<file path="src/rtl/bug_pkg.sv">
// Shared state encoding, default screen/sprite geometry and small arithmetic helpers for bug_ctl.
// Pure definitions: no latency of its own.
// No flow control: functions are combinational.
package bug_pkg;

    typedef enum logic [1:0] {
        IDLE,
        MOVE,
        HIT,
        RESPAWN
    } state_t;

    typedef struct packed {
        logic [11:0] pos;
        logic        dir;   // 1 = moving towards larger coordinates
    } axis_t;

    localparam int          DEF_SCREEN_W   = 800;
    localparam int          DEF_SCREEN_H   = 600;
    localparam int          DEF_BUG_W      = 64;
    localparam int          DEF_BUG_H      = 64;
    localparam int          DEF_STEP       = 2;
    localparam int          DEF_HIT_FRAMES = 30;
    localparam logic [15:0] DEF_LFSR_SEED  = 16'hACE1;

    localparam int X_MAX = DEF_SCREEN_W - DEF_BUG_W;
    localparam int Y_MAX = DEF_SCREEN_H - DEF_BUG_H;

    // Fibonacci form of x^16 + x^14 + x^13 + x^11 + 1, shifting towards the MSB.
    function automatic logic [15:0] lfsr_next(input logic [15:0] v);
        return {v[14:0], v[15] ^ v[13] ^ v[12] ^ v[10]};
    endfunction

    // One frame of motion on one axis, bouncing off 0 and lim.
    function automatic axis_t axis_step(
        input logic [11:0] pos,
        input logic        dir,
        input logic [11:0] lim,
        input logic [11:0] step
    );
        axis_t r;
        r.pos = pos;
        r.dir = dir;
        if (dir) begin
            if (({1'b0, pos} + {1'b0, step}) >= {1'b0, lim}) begin
                r.pos = lim;
                r.dir = 1'b0;
            end else begin
                r.pos = pos + step;
            end
        end else if (pos <= step) begin
            r.pos = '0;
            r.dir = 1'b1;
        end else begin
            r.pos = pos - step;
        end
        return r;
    endfunction

    // lo <= p < lo + size, evaluated in 13 bits so the upper bound cannot wrap.
    function automatic logic in_span(
        input logic [11:0] p,
        input logic [11:0] lo,
        input logic [12:0] size
    );
        return ({1'b0, p} >= {1'b0, lo}) && ({1'b0, p} < ({1'b0, lo} + size));
    endfunction

endpackage

</file>
<file path="src/rtl/lfsr16.sv">
// Free-running 16-bit maximal-length LFSR used as the respawn randomness source.
// Latency: new value every clk; output is the register itself.
// No backpressure: always advances; a zero state reloads the seed.
module lfsr16
    import bug_pkg::*;
#(
    parameter logic [15:0] SEED = DEF_LFSR_SEED
) (
    input  logic        clk,
    input  logic        rst,
    output logic [15:0] lfsr
);

    always_ff @(posedge clk or negedge rst) begin
        if (!rst) begin
            lfsr <= SEED;
        end else if (lfsr == 16'h0000) begin
            lfsr <= SEED;
        end else begin
            lfsr <= lfsr_next(lfsr);
        end
    end

endmodule

</file>
<file path="src/rtl/bug_ctl.sv">
// Bug sprite game logic: per-frame bouncing motion, mouse click hit test, saturating score.
// Latency: position updates 2 pclk after vsync_in is first sampled high; hit_pulse 3 pclk after mouse_left is first sampled high.
// No backpressure: inputs consumed every pclk, outputs held stable between frame ticks.
module bug_ctl
    import bug_pkg::*;
#(
    parameter int          SCREEN_W   = DEF_SCREEN_W,
    parameter int          SCREEN_H   = DEF_SCREEN_H,
    parameter int          BUG_W      = DEF_BUG_W,
    parameter int          BUG_H      = DEF_BUG_H,
    parameter int          STEP       = DEF_STEP,
    parameter int          HIT_FRAMES = DEF_HIT_FRAMES,
    parameter logic [15:0] LFSR_SEED  = DEF_LFSR_SEED
) (
    input  logic        pclk,
    input  logic        rst,
    input  logic        vsync_in,
    input  logic [11:0] xpos,
    input  logic [11:0] ypos,
    input  logic        mouse_left,
    output logic [11:0] x_bugpos,
    output logic [11:0] y_bugpos,
    output logic        bug_visible,
    output logic [7:0]  score,
    output logic        hit_pulse
);

    localparam logic [11:0] X_LIM    = 12'(SCREEN_W - BUG_W);
    localparam logic [11:0] Y_LIM    = 12'(SCREEN_H - BUG_H);
    localparam logic [11:0] X_HOME   = 12'((SCREEN_W - BUG_W) / 2);
    localparam logic [11:0] Y_HOME   = 12'((SCREEN_H - BUG_H) / 2);
    localparam logic [11:0] STEP_V   = 12'(STEP);
    localparam logic [7:0]  LAST_CNT = 8'(HIT_FRAMES - 1);

    // Input conditioning
    logic        vs_q, vs_q2;
    logic        ml_s1, ml_s2, ml_s3;
    logic [11:0] xq1, xq2, yq1, yq2;
    logic [11:0] mx, my;
    logic        tick, click;

    always_ff @(posedge pclk or negedge rst) begin
        if (!rst) begin
            vs_q  <= 1'b0;
            vs_q2 <= 1'b0;
            ml_s1 <= 1'b0;
            ml_s2 <= 1'b0;
            ml_s3 <= 1'b0;
            xq1   <= '0;
            xq2   <= '0;
            yq1   <= '0;
            yq2   <= '0;
            mx    <= '0;
            my    <= '0;
        end else begin
            vs_q  <= vsync_in;
            vs_q2 <= vs_q;
            ml_s1 <= mouse_left;
            ml_s2 <= ml_s1;
            ml_s3 <= ml_s2;
            xq1   <= xpos;
            xq2   <= xq1;
            yq1   <= ypos;
            yq2   <= yq1;
            // Mouse coordinates arrive from another domain; only accept a pair seen twice in a row.
            if (xq1 == xq2 && yq1 == yq2) begin
                mx <= xq2;
                my <= yq2;
            end
        end
    end

    assign tick  = vs_q & ~vs_q2;
    assign click = ml_s2 & ~ml_s3;

    // Randomness for respawn
    logic [15:0] lfsr;
    logic        lfsr_unused;

    lfsr16 #(
        .SEED (LFSR_SEED)
    ) u_lfsr (
        .clk  (pclk),
        .rst  (rst),
        .lfsr (lfsr)
    );

    assign lfsr_unused = ^lfsr[13:10];

    logic [11:0] rx, ry;

    always_comb begin
        rx = {2'b00, lfsr[9:0]};
        if (rx > X_LIM) begin
            rx = rx - 12'd512;
        end
        ry = {3'b000, lfsr[8:0]};
        if (ry > Y_LIM) begin
            ry = ry - 12'd256;
        end
    end

    // Motion and hit test
    axis_t xs, ys;
    logic  dx_q, dy_q;
    logic  in_box;

    assign xs     = axis_step(x_bugpos, dx_q, X_LIM, STEP_V);
    assign ys     = axis_step(y_bugpos, dy_q, Y_LIM, STEP_V);
    assign in_box = in_span(mx, x_bugpos, 13'(BUG_W)) && in_span(my, y_bugpos, 13'(BUG_H));

    // FSM
    state_t      state_q, state_d;
    logic [7:0]  cnt_q, cnt_d;
    logic [11:0] x_d, y_d;
    logic        dx_d, dy_d;
    logic [7:0]  score_d;
    logic        hit_d;

    always_comb begin
        state_d = state_q;
        x_d     = x_bugpos;
        y_d     = y_bugpos;
        dx_d    = dx_q;
        dy_d    = dy_q;
        cnt_d   = cnt_q;
        score_d = score;
        hit_d   = 1'b0;
        case (state_q)
            IDLE: begin
                if (tick) begin
                    state_d = MOVE;
                end
            end
            MOVE: begin
                // A hit takes priority over a coincident frame tick; the sprite stays put.
                if (click && in_box) begin
                    hit_d   = 1'b1;
                    score_d = (score == 8'hFF) ? score : score + 8'd1;
                    cnt_d   = '0;
                    state_d = HIT;
                end else if (tick) begin
                    x_d  = xs.pos;
                    dx_d = xs.dir;
                    y_d  = ys.pos;
                    dy_d = ys.dir;
                end
            end
            HIT: begin
                if (tick) begin
                    if (cnt_q == LAST_CNT) begin
                        state_d = RESPAWN;
                    end else begin
                        cnt_d = cnt_q + 8'd1;
                    end
                end
            end
            RESPAWN: begin
                x_d     = rx;
                y_d     = ry;
                dx_d    = lfsr[14];
                dy_d    = lfsr[15];
                state_d = MOVE;
            end
            default: begin
                state_d = IDLE;
            end
        endcase
    end

    always_ff @(posedge pclk or negedge rst) begin
        if (!rst) begin
            state_q   <= IDLE;
            x_bugpos  <= X_HOME;
            y_bugpos  <= Y_HOME;
            dx_q      <= 1'b1;
            dy_q      <= 1'b1;
            cnt_q     <= '0;
            score     <= '0;
            hit_pulse <= 1'b0;
        end else begin
            state_q   <= state_d;
            x_bugpos  <= x_d;
            y_bugpos  <= y_d;
            dx_q      <= dx_d;
            dy_q      <= dy_d;
            cnt_q     <= cnt_d;
            score     <= score_d;
            hit_pulse <= hit_d;
        end
    end

    // Blink with a period of 8 frames while frozen after a hit.
    assign bug_visible = (state_q == HIT) ? ~cnt_q[2] : 1'b1;

endmodule

</file>
<file path="config.mk">
export PLATFORM = sky130hd
export DESIGN_NAME = bug_ctl
export DESIGN_NICKNAME = d
export VERILOG_FILES = /design/src/rtl/bug_pkg.sv /design/src/rtl/lfsr16.sv /design/src/rtl/bug_ctl.sv
export SDC_FILE = /design/constraint.sdc
export NUM_CORES = 1
export LEC_CHECK = 0
export ABC_AREA = 1
export CAP_MARGIN = 10
export CELL_PAD_IN_SITES_DETAIL_PLACEMENT = 1
export CELL_PAD_IN_SITES_GLOBAL_PLACEMENT = 2
export CORE_MARGIN = 4
export CORE_UTILIZATION = 40
export CTS_BUF_LIST = sky130_fd_sc_hd__clkbuf_4
export CTS_CLUSTER_DIAMETER = 30
export CTS_CLUSTER_SIZE = 28
export DETAILED_ROUTE_END_ITERATION = 10
export GPL_ROUTABILITY_DRIVEN = 0
export PLACE_DENSITY = 0.95
export SLEW_MARGIN = 10
export SYNTH_ARGS = -nofsm -noshare
export SYNTH_HDL_FRONTEND = slang
export SYNTH_SLANG_ARGS = --single-unit
</file>
<file path="constraint.sdc">
create_clock -name pclk -period 5 [get_ports pclk]
set_clock_uncertainty 0.05 [all_clocks]
set_input_delay 0.5 -clock pclk [delete_from_list [all_inputs] [get_ports pclk]]
set_output_delay 0.5 -clock pclk [all_outputs]
set_load 0.02 [all_outputs]
</file>
==> out/metrics.yaml, run 1 <==
sta:
  worstMarginPinSlew_ps: 930.0
  setup_viol: 0
  max_freq_ghz: 0.3059
  slew_headroom_pct: 37.85
  finalCritPeriodShare_pct: 65.37
  rsz0062_at_grt: "false"
  report.final.slew_viol_count: 0
  tns_ps: 0
  min_period_ps: 3269
  final_hold_viol_count: 0
floorplan:
  fp-row-count: 51
  placeableCoreArea_um2: 19650
  ios: 62
  dieHeight_um: 150.1
  die_w_um: 150.1
  initial_core_util_pct: 41.12
  dieArea_um2: 22540
detailed_routing:
  viasPerCell: 5.085
  wl_per_cell_um: 16.57
  drt_first_pass_iters: 4
  wl_um: 21350
  ant_nets: 0
  initialDrtViolationCount: 292
  drc: 0
  via_count: 6549
global_routing:
  antenna_found_initial: 1
  overflow: 0
  grt_pass1_wl_um: 35540
  grt_pass1_vias: 6872
  grt_util_all_layers_pct: 19.93
  grt_max_degree: 90
clocking:
  cts_buffer_depth: 2
  cts_root_buf: "clkbuf_4"
  cts.sinks: 138
  cts_max_level: 4
  cts_tree: "built"
  post_cts_buffers: 0
  insertion_delay_ps: 560
  cts.clk_slew.worst_paths_ps: 150
  cts_buffers: 17
layout:
  layout_commonest_cell: "nand2_1"
  layout.nets: 1094
  final_area_um2: 9145
  area_growth_pct: 13.16
  drive_above_1_share_pct: 12.52
  mostFrequentLayoutCells: "257 x nand2_1, 121 x dfrtp_1, 83 x nand3_1, 73 x inv_1, 61 x nor2_1"
  stdcell_count: 1288
synth:
  ys_types: 41
  synthesis.area_um2: 8082
  synth_fp_nets: 1045
  syn_inst: 960
  synth_edf_count: 0
  async_reset_ff_share_pct: 100.0
  synth-seq-cells: 138
  yosysWarnings: 0
  synthFlopType: "dfrtp_1"
  avgSynthCellArea_um2: 8.418
  ys_seq_area_share_pct: 42.99
power:
  vdd.ir_drop.worst_v: 0.0002018
  leakage_uw: 0.004380
  cellPowerDensity_nw_per_um2: 480.7
  power_uw: 4396
placed_design:
  dp_hpwl_um: 16350
  place_area_um2: 8831
  placed_cells: 1254
  io_buffer_count: 61
critical_path:
  critical_path_class: "register to register"
  crit_path_end_kind: "register"
  worstSetupStartpointType: "register"
  worstPathArrival_ps: 3640
  required_ps: 5370
  cp_max_fo: 40
outcome:
  status: "finished clean"
hold_path:
  hp-class: "input port to register"
run:
  maxCapViolCount: 0
worst max-delay path: stages (launching register included):
cell and delay [ps]:
dfstp_2 680, ha_1 230, nand3_1 100, xor2_1 220
ha_1 280, a21oi_1 130, nand3b_1 170, nand2_1 80
nor2_1 100, nand2_1 60, nor2_2 150, nand3_2 120
nand3_4 150, nand2_4 370, nand2_2 170, o21ai_2 60
timing repair:
action,in CTS,in global routing
gates resized for setup,0,0
endpoints found under the hold margin,71,0
hold buffers,1,0
path summary, 6_finish.rpt:
path,slack [ps],from,to,cells after the start
setup / recovery,1730,x_bugpos[6]$_DFFE_PN1P_,y_bugpos[10]$_DFFE_PN0P_,15
hold / removal,300,ypos[8],yq1[8]$_DFF_PN0_,1
setup reg to reg,1730,x_bugpos[6]$_DFFE_PN1P_,y_bugpos[10]$_DFFE_PN0P_,15
hold reg to reg,330,ml_s1$_DFF_PN0_,ml_s2$_DFF_PN0_,0
max in group asynchronous,3220,rst,xq2[2]$_DFF_PN0_,3
min in group asynchronous,520,rst,u_lfsr.lfsr[12]$_DFF_PN0_,2
routing by layer:
layer,track usage (%),wire [um]
met1,27.12,10160
met2,33.07,10180
met4,5.627,371
met3,3.161,636
met5,0,0
cell usage after synthesis, types with 8 or more instances:
cell        n  area share, %
nand3b_1   11            1.0
xor2_1     36            3.9
buf_2       8           0.50
dfstp_2    17            5.5
nand2_1   257             12
clkbuf_1   15           0.70
nand4_1    16            1.2
nand2_2    24            1.9
nor2_1     61            2.8
a21oi_1    27            1.7
o21ai_1    10           0.62
nor4_1      8           0.62
inv_1      73            3.4
nand3_1    83            5.1
ha_1       57            8.8
buf_6       8            1.1
nor3_1     13           0.81
o21ai_0    21            1.3
dfrtp_1   121             37
xnor2_1    19            2.1
o21ai_2    24            2.6
where the power goes:
part | internal, uW | switching (uW) | total (uW)
sequential | 1270 | 268 | 1540
combinational | 741 | 1350 | 2090
clock | 275 | 494 | 769
total | 2290 | 2110 | 4400
cells by family after synthesis:
group / Yosys count / share of synthesized area (%)
simple gates: 497 / 28.18
compound gates: 100 / 7.834
flops: 138 / 42.99
buf+inv: 113 / 6.208
xor+xnor: 55 / 5.961
fa+ha+maj: 57 / 8.825
flip-flops by register name, summed over array words and instances (netlist names), 12 cells and up:
signal       flops
yq2             12
xq1             12
u_lfsr.lfsr     16
xq2             12
my              12
x_bugpos        12
yq1             12
mx              12
y_bugpos        12
cell type report:
class | instances | area (um2)
fillers | 2393 | 10510
multi-input cells | 709 | 4105
flip-flops and latches | 138 | 3475
repair buffers | 63 | 629.4
well taps | 265 | 331.6
inverters | 80 | 300.3
clock inverters | 15 | 173.9
clock buffers | 17 | 127.6
diodes | 1 | 2.502
stage by stage:
| step | hold WS, ps | util, % | setup WS [ps] |
|---|---|---|---|
| final | 299.2 | 46.53 | 1731 |
| after detailed placement | 298.4 | 44.93 | 1783 |
| after CTS | 252.0 | 46.52 | 1734 |
| after floorplan | 154.4 | - | 2334 |
| after global placement | 282.9 | 44.93 | 1844 |
| after global routing | 247.9 | 46.53 | 1475 |
Power figures use the tool's default switching activity.
==> inputs of run 2 (changes only) <==
--- a/config.mk
+++ b/config.mk
@@ -10,13 +10,13 @@
 export CELL_PAD_IN_SITES_DETAIL_PLACEMENT = 1
 export CELL_PAD_IN_SITES_GLOBAL_PLACEMENT = 2
 export CORE_MARGIN = 4
-export CORE_UTILIZATION = 40
+export CORE_UTILIZATION = 37
 export CTS_BUF_LIST = sky130_fd_sc_hd__clkbuf_4
 export CTS_CLUSTER_DIAMETER = 30
 export CTS_CLUSTER_SIZE = 28
 export DETAILED_ROUTE_END_ITERATION = 10
 export GPL_ROUTABILITY_DRIVEN = 0
-export PLACE_DENSITY = 0.95
+export PLACE_DENSITY = 0.93
 export SLEW_MARGIN = 10
 export SYNTH_ARGS = -nofsm -noshare
 export SYNTH_HDL_FRONTEND = slang
==> constraint.sdc (replaced) <==
create_clock -name pclk -period 3.1 [get_ports pclk]
set_clock_uncertainty 0.05 [all_clocks]
set_input_delay 0.31 -clock pclk [delete_from_list [all_inputs] [get_ports pclk]]
set_output_delay 0.31 -clock pclk [all_outputs]
set_load 0.02 [all_outputs]
==> run 2 against run 1 <==
Compared with the run above:
- setup slack lost 1500 ps
- via count rose by 2.7%
- maximum frequency increased by 15%
- clock-buffer cell count unchanged
- sequential share of layout area is 1.2 points lower
- design area grew 3.3%
- largest cell class unchanged
==> out/metrics.yaml, run 2 (synthesized netlist as in run 1, its figures left out) <==
outcome:
  status: "finished clean"  # unchanged
layout:
  area_growth_pct: 16.88  # was 13.16%
  regMostFlops: "u_lfsr.lfsr"  # unchanged
  stdcell_count: 1325  # was 1288
  fillers: 2542  # was 2393
  layout.nets: 1121  # was 1094
  ff_latch_area_um2: 3476  # was 3475 um2
  drive_above_1_share_pct: 14.97  # was 12.52%
  mostFrequentLayoutCells: "257 x nand2_1, 120 x dfrtp_1, 83 x nand3_1, 73 x inv_1, 61 x nor2_1"  # was 257 x nand2_1, 121 x dfrtp_1, 83 x nand3_1, 73 x inv_1, 61 x nor2_1
  largest_reg_flops: 16  # unchanged
  final_area_um2: 9445  # was 9145 um2
  final_core_util_pct: 44.51  # was 46.53%
  layout_commonest_cell: "nand2_1"  # unchanged
  multi_input_area_um2: 4135  # was 4105 um2
detailed_routing:
  wl_per_cell_um: 16.96  # was 16.57 um
  drt_first_pass_iters: 4  # unchanged
  wl_um: 22470  # was 21350 um
  ant_nets: 0  # unchanged
  initialDrtViolationCount: 315  # was 292
  viasPerCell: 5.075  # was 5.085
  drc: 0  # unchanged
  via_count: 6725  # was 6549
power:
  p_switching_uw: 3474  # was 2109 uW
  leakage_uw: 0.004549  # was 0.004380 uW
  switching_share_pct: 46.94  # was 47.96%
  vdd.ir_drop.worst_v: 0.0003994  # was 0.0002018 V
  intPower_uw: 3928  # was 2288 uW
  power_frac_comb_pct: 49.8  # was 47.5%
  p_seq_share_pct: 32.2  # was 35.0%
  cellPowerDensity_nw_per_um2: 783.6  # was 480.7 nW/um2
  clkPwrFrac_pct: 18.1  # was 17.5%
critical_path:
  crit_path_end_kind: "register"  # unchanged
  cp_max_fo: 15  # was 40
  worstPathArrival_ps: 3290  # was 3640 ps
  required_ps: 3540  # was 5370 ps
  worstSetupStartpointType: "register"  # unchanged
  critical_path_class: "register to register"  # unchanged
sta:
  report.final.slew_viol_count: 0  # unchanged
  worstMarginPinSlew_ps: 717.2  # was 930.0 ps
  finalCritPeriodShare_pct: 91.67  # was 65.37%
  tns_ps: 0  # unchanged
  final_hold_viol_count: 0  # unchanged
  min_period_ps: 2842  # was 3269 ps
  max_freq_ghz: 0.3519  # was 0.3059 GHz
  slew_headroom_pct: 51.68  # was 37.85%
  setup_viol: 0  # unchanged
clocking:
  cts_max_level: 4  # unchanged
  cts_tree: "built"  # unchanged
  cts_buffer_depth: 2  # unchanged
  cts.sinks: 138  # unchanged
  cts.clk_slew.worst_paths_ps: 150  # about the same
  insertion_delay_ps: 600  # was 560 ps
  cts_root_buf: "clkbuf_4"  # unchanged
  cts_buffers: 17  # unchanged
hold_path:
  hp-class: "input port to register"  # unchanged
global_routing:
  grt_util_all_layers_pct: 19.13  # was 19.93%
  antenna_found_initial: 1  # unchanged
  overflow: 0  # unchanged
  grt_pass1_wl_um: 36960  # was 35540 um
  grt_max_degree: 60  # was 90
  grt_pass1_vias: 6983  # was 6872
placed_design:
  placed_cells: 1285  # was 1254
  io_buffer_count: 61  # unchanged
  place_area_um2: 9039  # was 8831 um2
  dp_hpwl_um: 17100  # was 16350 um
floorplan:
  placeableCoreArea_um2: 21220  # was 19650 um2
  initial_core_util_pct: 38.08  # was 41.12%
  dieArea_um2: 24270  # was 22540 um2
  ios: 62  # unchanged
  dieHeight_um: 155.8  # was 150.1 um
  fp-row-count: 53  # was 51
  die_w_um: 155.8  # was 150.1 um
run:
  maxCapViolCount: 0  # unchanged
-- run 2: cell count changes in the layout (fill, tap and decap cells not counted), sizes merged --
cell	change
nand3	+1
clkinv	+1
buf	+25
clkinvlp	-1
dlymetal6s2s	+1
bufinv	+1
inv	-1
-- run 2: layout make-up --
type | count | share of cell area (%)
Clock inverter | 15 | 1.908
Sequential cell | 138 | 36.80
Antenna cell | 1 | 0.02649
Multi-Input combinational cell | 710 | 43.78
Clock buffer | 17 | 1.351
Inverter | 80 | 3.179
Timing Repair Buffer | 89 | 9.312
Tap cell | 275 | 3.643
-- run 2: worst paths after layout --
kind | from | to | slack [ps] | cells after the start
worst max-delay path | x_bugpos[6]$_DFFE_PN1P_ | y_bugpos[7]$_DFFE_PN0P_ | 260 | 16
worst min-delay path | ypos[5] | yq1[5]$_DFF_PN0_ | 80 | 1
worst max register to register | x_bugpos[6]$_DFFE_PN1P_ | y_bugpos[7]$_DFFE_PN0P_ | 260 | 16
worst min register to register | ml_s1$_DFF_PN0_ | ml_s2$_DFF_PN0_ | 320 | 0
max in group asynchronous | rst | mx[8]$_DFFE_PN0P_ | 2010 | 3
min in group asynchronous | rst | x_bugpos[9]$_DFFE_PN0P_ | 170 | 2
-- run 2: layer usage --
metal	up-vias	GRT usage (%)	wire length (um)
li1	3287	-	-
met5	-	0	0
met1	3308	25.72	10360
met4	0	5.752	299
met2	104	32.03	11050
met3	26	2.885	762
-- run 2: power by group through the flow --
stage,combinational [uW],clock (uW),sequential [uW]
final,3680,1340,2380
after global routing,4150,1440,2430
after CTS,3630,1370,2390
after detailed placement,3610,0,2420
after global placement,3520,0,2410
after floorplan,2400,0,2440
-- run 2: through the flow --
stage | power [uW] | setup slack [ps] | hold slack [ps]
after detailed placement | 6033 | 60.88 | 266.6
after global routing | 8018 | -2.732 | 44.33
after floorplan | 4847 | 433.8 | -35.59
final | 7402 | 258.1 | 76.68
after CTS | 7394 | 27.07 | 47.30
after global placement | 5922 | 173.3 | 270.6
-- run 2: repair_timing --
action                                  in CTS  in global routing
setup buffers                                0                  5
hold endpoints to repair                    51                  0
resized for setup                            0                  4
hold buffers                                 1                  0
endpoints found under the setup margin       0                 42
-- run 2: worst max-delay path, cell delays in order (launching register included) --
cell,delay [ps]
dfstp_2,630
ha_1,200
nand3_1,120
xor2_2,190
ha_1,310
a21oi_1,130
nand3b_1,120
nand2_1,50
nor2_1,100
nand2_1,60
nor2_2,140
nand3_2,120
nand3_4,100
nand2_4,70
buf_12,160
nand2_1,80
nand2_1,90
